`config.mk`:
```
export PLATFORM = sky130hd
export DESIGN_NAME = spi_master_ctrl_flat
export DESIGN_NICKNAME = d
export VERILOG_FILES = /design/src/rtl/spi_master_ctrl_pkg.sv /design/src/rtl/spi_master_ctrl_if.sv /design/src/rtl/spi_clk_tick.sv /design/src/rtl/spi_master_ctrl.sv /design/src/flat_wrapper.sv
export SDC_FILE = /design/constraint.sdc
export NUM_CORES = 1
export LEC_CHECK = 0
export ABC_AREA = 1
export BUFFER_PORTS_ARGS = -buffer_cell sky130_fd_sc_hd__buf_2
export CELL_PAD_IN_SITES_DETAIL_PLACEMENT = 1
export CELL_PAD_IN_SITES_GLOBAL_PLACEMENT = 1
export CORE_MARGIN = 5
export CORE_UTILIZATION = 43
export DETAILED_ROUTE_END_ITERATION = 6
export PLACE_DENSITY_LB_ADDON = 0.1
export SKIP_LAST_GASP = 1
export SLEW_MARGIN = 20
export SYNTH_ARGS = -nofsm -noshare
export SYNTH_HDL_FRONTEND = slang
export SYNTH_HIERARCHICAL = 1
export SYNTH_SLANG_ARGS = --single-unit
```
`constraint.sdc`:
```
create_clock -name CLK -period 2.76 [get_ports CLK]
set_clock_uncertainty 0.05 [all_clocks]
set_input_delay 0 -clock CLK [delete_from_list [all_inputs] [get_ports CLK]]
set_output_delay 0 -clock CLK [all_outputs]
set_load 0.005 [all_outputs]
```
`src/rtl/spi_master_ctrl_pkg.sv`:
```
// spi_pkg: shared types and helpers for the SPI master transfer controller.
// Holds the controller state encoding, the four SPI mode codes ({CPOL,CPHA})
// and the chip-select index width helper.
package spi_pkg;

    typedef enum logic [1:0] {
        IDLE  = 2'd0,
        LEAD  = 2'd1,
        SHIFT = 2'd2,
        TRAIL = 2'd3
    } state_t;

    localparam logic [1:0] MODE0 = 2'b00;
    localparam logic [1:0] MODE1 = 2'b01;
    localparam logic [1:0] MODE2 = 2'b10;
    localparam logic [1:0] MODE3 = 2'b11;

    // Width of the chip-select index; a single CS still gets a 1-bit select.
    function automatic int cs_sel_w(input int num_cs);
        return (num_cs > 1) ? $clog2(num_cs) : 1;
    endfunction

endpackage

```
`src/rtl/spi_master_ctrl_if.sv`:
```
// spi_master_ctrl_if: register-side and pin-side signals of the SPI master.
// Macro SPI_LSB_FIRST_EN adds the LSB_FIRST control input.
interface spi_master_ctrl_if
    import spi_pkg::*;
#(
    parameter int DATA_W = 8,
    parameter int DIV_W  = 8,
    parameter int NUM_CS = 2
);
    localparam int CS_W = cs_sel_w(NUM_CS);

    logic              EN;
    logic              CPOL;
    logic              CPHA;
    logic [DIV_W-1:0]  DIV;
    logic [CS_W-1:0]   CS_SEL;
    logic              WRITE;
    logic [DATA_W-1:0] WDATA;
    logic              READ;
    logic [DATA_W-1:0] RDATA;
    logic              TX_FULL;
    logic              RX_FULL;
    logic              BUSY;
    logic              DONE;
    logic              OVERRUN;
    logic              SCLK;
    logic              MOSI;
    logic              MISO;
    logic [NUM_CS-1:0] CS_N;
`ifdef SPI_LSB_FIRST_EN
    logic              LSB_FIRST;
`endif

    modport master (
        input  EN, CPOL, CPHA, DIV, CS_SEL, WRITE, WDATA, READ, MISO,
`ifdef SPI_LSB_FIRST_EN
        input  LSB_FIRST,
`endif
        output RDATA, TX_FULL, RX_FULL, BUSY, DONE, OVERRUN, SCLK, MOSI, CS_N
    );

    modport slave (
        output EN, CPOL, CPHA, DIV, CS_SEL, WRITE, WDATA, READ, MISO,
`ifdef SPI_LSB_FIRST_EN
        output LSB_FIRST,
`endif
        input  RDATA, TX_FULL, RX_FULL, BUSY, DONE, OVERRUN, SCLK, MOSI, CS_N
    );

endinterface

```
`src/rtl/spi_clk_tick.sv`:
```
// spi_clk_tick: half-period timer. Counts DIV..0 while enabled and pulses
// tick on the zero count; held at the reload value while disabled so the
// first half-period after enable is a full DIV+1 cycles.
module spi_clk_tick #(
    parameter int DIV_W = 8
) (
    input  logic             clk,
    input  logic             rst,
    input  logic             en,
    input  logic [DIV_W-1:0] div,
    output logic             tick
);
    logic [DIV_W-1:0] cnt;

    // Down-counter, reloaded on tick or while disabled.
    always_ff @(posedge clk or posedge rst) begin
        if (rst)                   cnt <= '0;
        else if (!en || cnt == '0) cnt <= div;
        else                       cnt <= cnt - 1'b1;
    end

    assign tick = en && (cnt == '0);

endmodule

```
`src/rtl/spi_master_ctrl.sv`:
```
// spi_master_ctrl: parametrised SPI master with single-entry TX/RX buffers,
// all four CPOL/CPHA modes, multiple chip selects and CS-held back-to-back
// words. Macro SPI_LSB_FIRST_EN enables LSB-first shifting via LSB_FIRST.
module spi_master_ctrl
    import spi_pkg::*;
#(
    parameter int DATA_W = 8,
    parameter int DIV_W  = 8,
    parameter int NUM_CS = 2
) (
    input logic               CLK,
    input logic               CLR,
    spi_master_ctrl_if.master bus
);
    localparam int CS_W   = cs_sel_w(NUM_CS);
    localparam int EDGE_W = $clog2(2 * DATA_W);
    localparam logic [EDGE_W-1:0] LAST_EDGE = EDGE_W'(2 * DATA_W - 1);

    state_t            state, state_nxt;
    logic [DATA_W-1:0] tx_buf, tx_sh, rx_sh, rdata;
    logic              tx_full, rx_full, done, overrun, sclk;
    logic [NUM_CS-1:0] cs_n;
    logic [EDGE_W-1:0] edge_cnt;
    logic              cpha_lat;
    logic [DIV_W-1:0]  div_lat;
    logic [CS_W-1:0]   cs_lat;
`ifdef SPI_LSB_FIRST_EN
    logic              lsb_lat;
`else
    localparam logic   lsb_lat = 1'b0;
`endif

    logic tick, start, reload, word_done, sample_edge, shift_edge;
    logic [DIV_W-1:0] tick_div;

    assign start     = (state == IDLE) && bus.EN && tx_full;
    assign word_done = (state == TRAIL) && tick;
    assign reload    = word_done && bus.EN && tx_full && (bus.CS_SEL == cs_lat);
    // Sample on odd edges for CPHA=0, even edges for CPHA=1; shift on the
    // other parity. With CPHA=1 the first leading edge only presents the MSB
    // that is already on MOSI, so it does not shift.
    assign sample_edge = (state == SHIFT) && tick && (edge_cnt[0] == cpha_lat);
    assign shift_edge  = (state == SHIFT) && tick && (edge_cnt[0] != cpha_lat)
                         && !(cpha_lat && edge_cnt == '0);
    // The timer loads the live DIV while idle so the LEAD phase uses the
    // value latched at word start.
    assign tick_div = (state == IDLE) ? bus.DIV : div_lat;

    spi_clk_tick #(.DIV_W(DIV_W)) u_tick (
        .clk  (CLK),
        .rst  (CLR),
        .en   (state != IDLE),
        .div  (tick_div),
        .tick (tick)
    );

    // State register.
    always_ff @(posedge CLK or posedge CLR) begin
        if (CLR) state <= IDLE;
        else     state <= state_nxt;
    end

    // Next-state logic; TRAIL either chains into the next word or goes idle.
    always_comb begin
        state_nxt = state;
        case (state)
            IDLE:    if (start) state_nxt = LEAD;
            LEAD:    if (tick) state_nxt = SHIFT;
            SHIFT:   if (tick && edge_cnt == LAST_EDGE) state_nxt = TRAIL;
            TRAIL:   if (tick) state_nxt = reload ? SHIFT : IDLE;
            default: state_nxt = IDLE;
        endcase
    end

    // TX holding buffer: accepts a write only when empty, empties on load.
    always_ff @(posedge CLK or posedge CLR) begin
        if (CLR) begin
            tx_full <= 1'b0;
            tx_buf  <= '0;
        end else if (start || reload) begin
            tx_full <= 1'b0;
        end else if (bus.WRITE && !tx_full) begin
            tx_full <= 1'b1;
            tx_buf  <= bus.WDATA;
        end
    end

    // Shift registers and per-word configuration. DIV and CS stay fixed for
    // a CS-held burst; CPHA and bit order are re-latched at every word.
    always_ff @(posedge CLK or posedge CLR) begin
        if (CLR) begin
            tx_sh    <= '0;
            rx_sh    <= '0;
            cpha_lat <= 1'b0;
            div_lat  <= '0;
            cs_lat   <= '0;
`ifdef SPI_LSB_FIRST_EN
            lsb_lat  <= 1'b0;
`endif
        end else if (start || reload) begin
            tx_sh    <= tx_buf;
            cpha_lat <= bus.CPHA;
`ifdef SPI_LSB_FIRST_EN
            lsb_lat  <= bus.LSB_FIRST;
`endif
            if (start) begin
                div_lat <= bus.DIV;
                cs_lat  <= bus.CS_SEL;
            end
        end else begin
            if (shift_edge)
                tx_sh <= lsb_lat ? (tx_sh >> 1) : (tx_sh << 1);
            if (sample_edge)
                rx_sh <= lsb_lat ? {bus.MISO, rx_sh[DATA_W-1:1]}
                                 : {rx_sh[DATA_W-2:0], bus.MISO};
        end
    end

    // SCLK, chip selects and edge counter.
    always_ff @(posedge CLK or posedge CLR) begin
        if (CLR) begin
            sclk     <= 1'b0;
            cs_n     <= '1;
            edge_cnt <= '0;
        end else begin
            if (state == IDLE)
                sclk <= bus.CPOL;
            else if (state == SHIFT && tick)
                sclk <= ~sclk;
            if (start)
                cs_n <= ~(NUM_CS'(1) << bus.CS_SEL);
            else if (word_done && !reload)
                cs_n <= '1;
            if (state == SHIFT && tick)
                edge_cnt <= (edge_cnt == LAST_EDGE) ? '0 : edge_cnt + 1'b1;
        end
    end

    // RX holding buffer, completion pulse and sticky overrun.
    always_ff @(posedge CLK or posedge CLR) begin
        if (CLR) begin
            rdata   <= '0;
            rx_full <= 1'b0;
            done    <= 1'b0;
            overrun <= 1'b0;
        end else begin
            done <= word_done;
            if (word_done) begin
                if (!rx_full || bus.READ) begin
                    rdata   <= rx_sh;
                    rx_full <= 1'b1;
                end else begin
                    overrun <= 1'b1;
                end
                if (bus.READ && rx_full) overrun <= 1'b0;
            end else if (bus.READ && rx_full) begin
                rx_full <= 1'b0;
                overrun <= 1'b0;
            end
        end
    end

    assign bus.RDATA   = rdata;
    assign bus.TX_FULL = tx_full;
    assign bus.RX_FULL = rx_full;
    assign bus.BUSY    = (state != IDLE);
    assign bus.DONE    = done;
    assign bus.OVERRUN = overrun;
    assign bus.SCLK    = sclk;
    assign bus.MOSI    = (state == IDLE) ? 1'b0
                       : (lsb_lat ? tx_sh[0] : tx_sh[DATA_W-1]);
    assign bus.CS_N    = cs_n;

endmodule

```
`src/flat_wrapper.sv`:
```
// flat-port wrapper written by rule: the top's interface ports become plain ports
module spi_master_ctrl_flat import spi_pkg::*;
#(
    parameter int DATA_W = 8,
    parameter int DIV_W  = 8,
    parameter int NUM_CS = 2
)
  (CLK, CLR, bus_EN, bus_CPOL, bus_CPHA, bus_DIV, bus_CS_SEL, bus_WRITE, bus_WDATA, bus_READ, bus_MISO, bus_RDATA, bus_TX_FULL, bus_RX_FULL, bus_BUSY, bus_DONE, bus_OVERRUN, bus_SCLK, bus_MOSI, bus_CS_N);
  spi_master_ctrl_if #(.DATA_W(DATA_W), .DIV_W(DIV_W), .NUM_CS(NUM_CS)) bus_i ();
  input logic CLK;
  input logic CLR;
  input wire logic [$bits(bus_i.EN)-1:0] bus_EN;
  input wire logic [$bits(bus_i.CPOL)-1:0] bus_CPOL;
  input wire logic [$bits(bus_i.CPHA)-1:0] bus_CPHA;
  input wire logic [$bits(bus_i.DIV)-1:0] bus_DIV;
  input wire logic [$bits(bus_i.CS_SEL)-1:0] bus_CS_SEL;
  input wire logic [$bits(bus_i.WRITE)-1:0] bus_WRITE;
  input wire logic [$bits(bus_i.WDATA)-1:0] bus_WDATA;
  input wire logic [$bits(bus_i.READ)-1:0] bus_READ;
  input wire logic [$bits(bus_i.MISO)-1:0] bus_MISO;
  output wire logic [$bits(bus_i.RDATA)-1:0] bus_RDATA;
  output wire logic [$bits(bus_i.TX_FULL)-1:0] bus_TX_FULL;
  output wire logic [$bits(bus_i.RX_FULL)-1:0] bus_RX_FULL;
  output wire logic [$bits(bus_i.BUSY)-1:0] bus_BUSY;
  output wire logic [$bits(bus_i.DONE)-1:0] bus_DONE;
  output wire logic [$bits(bus_i.OVERRUN)-1:0] bus_OVERRUN;
  output wire logic [$bits(bus_i.SCLK)-1:0] bus_SCLK;
  output wire logic [$bits(bus_i.MOSI)-1:0] bus_MOSI;
  output wire logic [$bits(bus_i.CS_N)-1:0] bus_CS_N;
  assign bus_i.EN = bus_EN;
  assign bus_i.CPOL = bus_CPOL;
  assign bus_i.CPHA = bus_CPHA;
  assign bus_i.DIV = bus_DIV;
  assign bus_i.CS_SEL = bus_CS_SEL;
  assign bus_i.WRITE = bus_WRITE;
  assign bus_i.WDATA = bus_WDATA;
  assign bus_i.READ = bus_READ;
  assign bus_i.MISO = bus_MISO;
  assign bus_RDATA = bus_i.RDATA;
  assign bus_TX_FULL = bus_i.TX_FULL;
  assign bus_RX_FULL = bus_i.RX_FULL;
  assign bus_BUSY = bus_i.BUSY;
  assign bus_DONE = bus_i.DONE;
  assign bus_OVERRUN = bus_i.OVERRUN;
  assign bus_SCLK = bus_i.SCLK;
  assign bus_MOSI = bus_i.MOSI;
  assign bus_CS_N = bus_i.CS_N;
  spi_master_ctrl #(.DATA_W(DATA_W), .DIV_W(DIV_W), .NUM_CS(NUM_CS)) u_core (.CLK(CLK), .CLR(CLR), .bus(bus_i));
endmodule
```
-- After elaboration in Yosys (flattened, before gate mapping)
Index checks and enable logic that the tools add are counted.
- bits in registers: 63
- output and inout port bits: 17
- add/sub/neg operators: 2
- equality and inequality tests: 13
- shift-type cells: 1
- muxes and demuxes: 24
- bitwise logic cells: 3
- reductions and logical operators: 40
- operator list (operator ; count):
    $mux W8 ; 4
    $logic_and A1 B1 Y1 ; 16
    $mux W2 ; 7
    $reduce_and A2 Y1 ; 6
    $reduce_bool A2 Y1 ; 6
    $mux W1 ; 11
    $logic_not A8 Y1 ; 1
    $pmux W2 S4 ; 1
    $sub A8 B1 Y8 const B ; 1
    $ne A2 B1 Y1 const B ; 3
    $ne A2 B2 Y1 const B ; 3
    $logic_not A1 Y1 ; 5
    $add A4 B1 Y4 const B ; 1
    $eq A2 B2 Y1 const B ; 2
    $eq A4 B4 Y1 const B ; 1
    $logic_not A4 Y1 ; 1
    $mux W4 ; 1
    $reduce_and A4 Y1 ; 1
    $logic_or A1 B1 Y1 ; 3
    $eq A1 B1 Y1 ; 2
    $eq A2 B1 Y1 const B ; 1
    $logic_not A2 Y1 ; 1
    $not A1 Y1 ; 2
    $not A2 Y2 ; 1
    2 further kinds ; 2

-- Depth between registers and ports, before layout
- word-level depth: 10
- gate-level depth with buffers: 12

-- Cells and area by module
The synthesis kept the hierarchy.
- modules (own cells, without submodules) (module ; times used ; cells an instance ; area an instance (um^2) ; seq. area each (um^2)):
    spi_master_ctrl ; 1 ; 265 ; 2414.8 ; 1378.8
    spi_clk_tick ; 1 ; 66 ; 528.0 ; 200.2

-- Least setup slack after synthesis
No wires, ideal clock.
- path kind: register -> register
- from: register u_core.state[0]
- to: register u_core.tx_full, in the netlist u_core/bus.TX_FULL
- library setup time: 0.142 ns
- arrival time: 1.902 ns
- required time: 2.568 ns
- path slack: 0.666 ns
- cell stages (with the launch flop): 12
- path buffers: 2
- period minus slack after synthesis: 2.094 ns
- cells stage by stage: dfrtp_1 > nor2_2 > inv_2 > clkbuf_1 > inv_1 > nor2_1 > inv_1 > nor2_8 > nand4_4 > nand2_1 > buf_4 > o21ai_0
- longest elaborated chain between the ends: 8
- elaborated cells between the ends (all ways): 13
- RTL lines (item ; line ; source):
    start, declared ; spi_master_ctrl.sv:19 ; state_t state, state_nxt;
    start signal, assigned ; spi_master_ctrl.sv:60 ; else state <= state_nxt;
    $reduce_bool A2 Y1 * ; n/a ;
    named net bus_BUSY ; flat_wrapper.sv:24 ; output wire logic [$bits(bus_i.BUSY)-1:0] bus_BUSY;
    $logic_and A1 B1 Y1 * ; spi_clk_tick.sv:22 ; assign tick = en && (cnt == '0);
    named net u_core.tick ; spi_master_ctrl.sv:33 ; logic tick, start, reload, word_done, sample_edge, shift_edge;
    $logic_and A1 B1 Y1 * ; spi_master_ctrl.sv:37 ; assign word_done = (state == TRAIL) && tick;
    named net u_core.word_done ; spi_master_ctrl.sv:33 ;
    $logic_and A1 B1 Y1 * (3 in series) ; spi_master_ctrl.sv:38 ; assign reload = word_done && bus.EN && tx_full && (bus.CS_SEL == cs_lat);
    $logic_or A1 B1 Y1 * ; spi_master_ctrl.sv:80 ; end else if (start || reload) begin
    $mux W1 / $reduce_bool A2 Y1 (equally long branches) ; n/a ;
    end signal, assigned ; spi_master_ctrl.sv:78 ; tx_full <= 1'b0;
    end signal, assigned ; spi_master_ctrl.sv:81 ; tx_full <= 1'b0;
    end signal, assigned ; spi_master_ctrl.sv:83 ; tx_full <= 1'b1;
    end, declared ; spi_master_ctrl.sv:21 ; logic tx_full, rx_full, done, overrun, sclk;
The timed path passes the listed nets; every way through them passes the cells marked *.
A chain may end at the register's enable or synchronous reset.

-- Worst setup path in the final report
- from: register u_core.state[0]
- to: register u_core.tx_sh[1]
- longest elaborated chain between the ends: 8
- elaborated cells between the ends (all ways): 17
- RTL lines (item ; line ; source):
    $reduce_bool A2 Y1 * ; spi_master_ctrl.sv:52 ; .en (state != IDLE),
    $logic_and A1 B1 Y1 * ; spi_clk_tick.sv:22 ;
    named net u_core.tick ; spi_master_ctrl.sv:33 ;
    $logic_and A1 B1 Y1 * ; spi_master_ctrl.sv:37 ;
    named net u_core.word_done ; spi_master_ctrl.sv:33 ;
    $logic_and A1 B1 Y1 * (3 in series) ; spi_master_ctrl.sv:38 ;
    $logic_or A1 B1 Y1 * ; spi_master_ctrl.sv:100 ; end else if (start || reload) begin
    $mux W8 / $reduce_bool A2 Y1 (equally long branches) ; n/a ;
    end signal, assigned ; spi_master_ctrl.sv:101 ; tx_sh <= tx_buf;
    end signal, assigned ; spi_master_ctrl.sv:112 ; tx_sh <= lsb_lat ? (tx_sh >> 1) : (tx_sh << 1);
    end, declared ; spi_master_ctrl.sv:20 ; logic [DATA_W-1:0] tx_buf, tx_sh, rx_sh, rdata;
Marks and branches as above.

==> results.toml <==
[outcome]
status = "completed"

[yosys]
synth-seq-cells = 63
synthAdderAreaFrac_pct = 1.701
ys_types = 28
yosys.area.top_type_share_pct = 51.87
synth-simple-area-share_pct = 22.62
yosys.area.top_type = "dfrtp_1"
synthesis.nets = 360
synth_xor_area_share_pct = 1.190
yosysSeqAreaShare_pct = 53.66
syn-cell-area_sq_um = 2943
avgSynthCellArea_sq_um = 8.891
synthMuxAreaShare_pct = 3.444
synth_area_leaders = "dfrtp_1 52%, nand2_1 9.2%, o21ai_0 6.6%"
synth_top_family_by_area = "simple AND/OR/NAND/NOR gates"
synth_compound_area_share_pct = 9.609
yosysWarnings = 6
syn_inst = 331

[die]
die_h_microns = 92.73
core_sq_um = 6719
start_util_pct = 43.80
io_pins = 42
dieArea_sq_um = 8598
die_w_microns = 92.73
rows = 30

[final_layout]
fin_util_pct = 54.39
diodes = 0
area_growth_pct = 24.19
final.fill_count = 806
fin_nets = 430
final_layout_size_suffix_gt1_share_pct = 22.91
postLayoutCellArea_sq_um = 3655

[clock_network]
cts_resized = 0
cts_tree = "yes"
cts_num_sinks = 63
cts_buffers = 9
clock_latency_ps = 340
cts_root_buffer = "clkbuf_8"
clk_path_buf_depth = 2
htreeDepth = 3
path_clk_slew_ps = 70

[routing]
vias = 2394
drtAntennaViolNets = 0
initialDrtViolationCount = 36
vias_per_cell = 4.926
drc = 0
wl_per_cell_microns = 14.23
wirelength_microns = 6914
first_pass_iters = 4

[setup_path]
critPathLaunchType = "register"
critPathArrivalTime_ps = 2460
cp_data_required_time_ps = 2940
r2r_end = "u_core/tx_sh[1]"
end_kind = "register"
r2r_cells = 11
reg2reg_from = "u_core/state[0]"
critPathMaxFanout = 19
reg2reg_slack_ps = 490
path_class = "reg2reg"

[global_routing]
grtUsageTotal_pct = 18.16
antenna_found_initial = 0
gr-total-overflow = 0
grt_max_degree = 30
grt_pass1_vias = 2638
grt_pass1_wl_microns = 12280

[power_and_ir_drop]
peakVddDrop_uv = 262.1
power.density_nw_per_um2 = 515.0
power_leakage_uw = 0.001848

[sta]
tightestPinTransition_ps = 707.2
finalCritPeriodShare_pct = 82.34
hold_violations = 0
max_freq_mhz = 440.0
slew_headroom_pct = 52.74
tns_ps = 0
fin_crit_ps = 2272
setup_viol = 0
rsz0062_at_grt = "false"
report.final.slew_viol_count = 0

[place]
port_buffers = 41
gp_congestion = 0.7714
dp_hpwl_microns = 4868
placed_area_sq_um = 3222

[run]
cap_viol_max_count = 0

[hold_path]
hold_start = "bus_EN"
hold_class = "in2reg"
min_to = "u_core/bus.CS_N[1]"
hold_depth = 6
[metrics by stage]
step	setup WS [ps]	total power [uW]	instances	hold slack [ps]
4_1_cts	483.2	1909	486	109.1
2_1_floorplan	666.1	966.6	331	-234.3
6_report	487.5	1882	486	115.1
3_5_place_dp	508.6	996.9	448	-54.60
5_1_grt	210.7	1963	486	154.0
3_3_place_gp	559.0	996.6	448	-56.99
[layout by cell type (no fill, tap or decap), types with 3 or more instances in the layout]
cell type and n:
nand2_1 72, dfrtp_1 61, inv_1 44, buf_2 41, o21ai_0 39, nand3_1 24, dlygate4sd3_1 22, nor2_1 20
clkbuf_8 9, mux2_2 9, nand2_2 9, a21oi_1 9, nand4_1 8, o21ai_1 5, inv_2 4, ha_1 4
xor2_1 3, buf_4 3
[kinds of logic (layout without fill, tap and decap cells)]
group	Yosys count	after routing
muxes	9	9
buffers and inverters	55	130
DFF	63	63
xor gates and xnor gates	4	4
AOI/OAI and AO/OA	55	55
and+or+nand+nor	141	141
adders and majority gates	4	4
[cells in the mapped netlist, drive strengths merged]
master  number
mux2         9
buf          4
nand2       82
xnor2        1
a21oi        9
nand4        9
xor2         3
nor3b        1
nor2        23
or2          1
dfrtp       61
o21ai       46
clkbuf       3
inv         48
ha           4
dfstp        2
nand3       25
[worst max-delay path: stages (launching register included)]
cell	delay, ps
dfrtp_1	440
nor2_2	320
inv_2	220
inv_1	140
nor2_1	80
inv_1	160
nor2_8	80
nand4_4	90
nand2_1	160
buf_4	240
a21oi_1	120
nand2_1	60
[registers in the layout, indices dropped and copies added (netlist names)]
signal	flops
u_core/bus.CS_N	2
u_core/bus.TX_FULL	1
u_core/tx_buf	8
u_core/bus.SCLK	1
u_core/bus.RX_FULL	1
u_core/rx_sh	8
u_core/u_tick/cnt	8
u_core/bus.RDATA	8
u_core/tx_sh	8
u_core/div_lat	8
u_core/bus.DONE	1
u_core/cs_lat	1
u_core/cpha_lat	1
u_core/state	2
u_core/bus.OVERRUN	1
u_core/edge_cnt	4
[power breakdown]
| part | total, uW | internal, uW | switching [uW] |
|---|---|---|---|
| Clock | 880 | 505 | 375 |
| Sequential | 927 | 925 | 1.57 |
| Combinational | 74.8 | 38.5 | 36.4 |
| Total | 1880 | 1470 | 413 |
[how the worst max path moves through the flow]
| stage | cells after the start | startpoint | to | slack [ps] |
|---|---|---|---|---|
| floorplan | 11 | u_core/state[0] | u_core/bus.TX_FULL | 670 |
| CTS | 11 | u_core/state[0] | u_core/tx_sh[1] | 480 |
| global placement | 11 | u_core/state[0] | u_core/tx_sh[1] | 560 |
| detailed placement | 11 | u_core/state[0] | u_core/tx_sh[3] | 510 |
| global route | 11 | u_core/state[0] | u_core/tx_sh[3] | 210 |
| finish | 11 | u_core/state[0] | u_core/tx_sh[1] | 490 |
[layer usage]
layer / share of wire [%] / GRT usage (%)
met5: 0 / 0
met2: 50 / 31.12
met3: 3.0 / 3.249
met1: 45 / 22.12
met4: 2.1 / 8.547
[layout make-up]
cell class	count	area, sq um	share of cell area, %
clock buffers	10	127.6	3.492
clock inverters	6	85.08	2.328
inverters	48	180.2	4.930
multi-input cells	213	1135	31.05
flip-flops and latches	63	1579	43.20
well taps	80	100.1	2.739
repair buffers	66	447.9	12.26
[repair_timing]
action / CTS / global route
hold buffers: 22 / 0
endpoints found under the hold margin: 58 / 0
setup buffers: 0 / 0
Power figures use the tool's default switching activity.
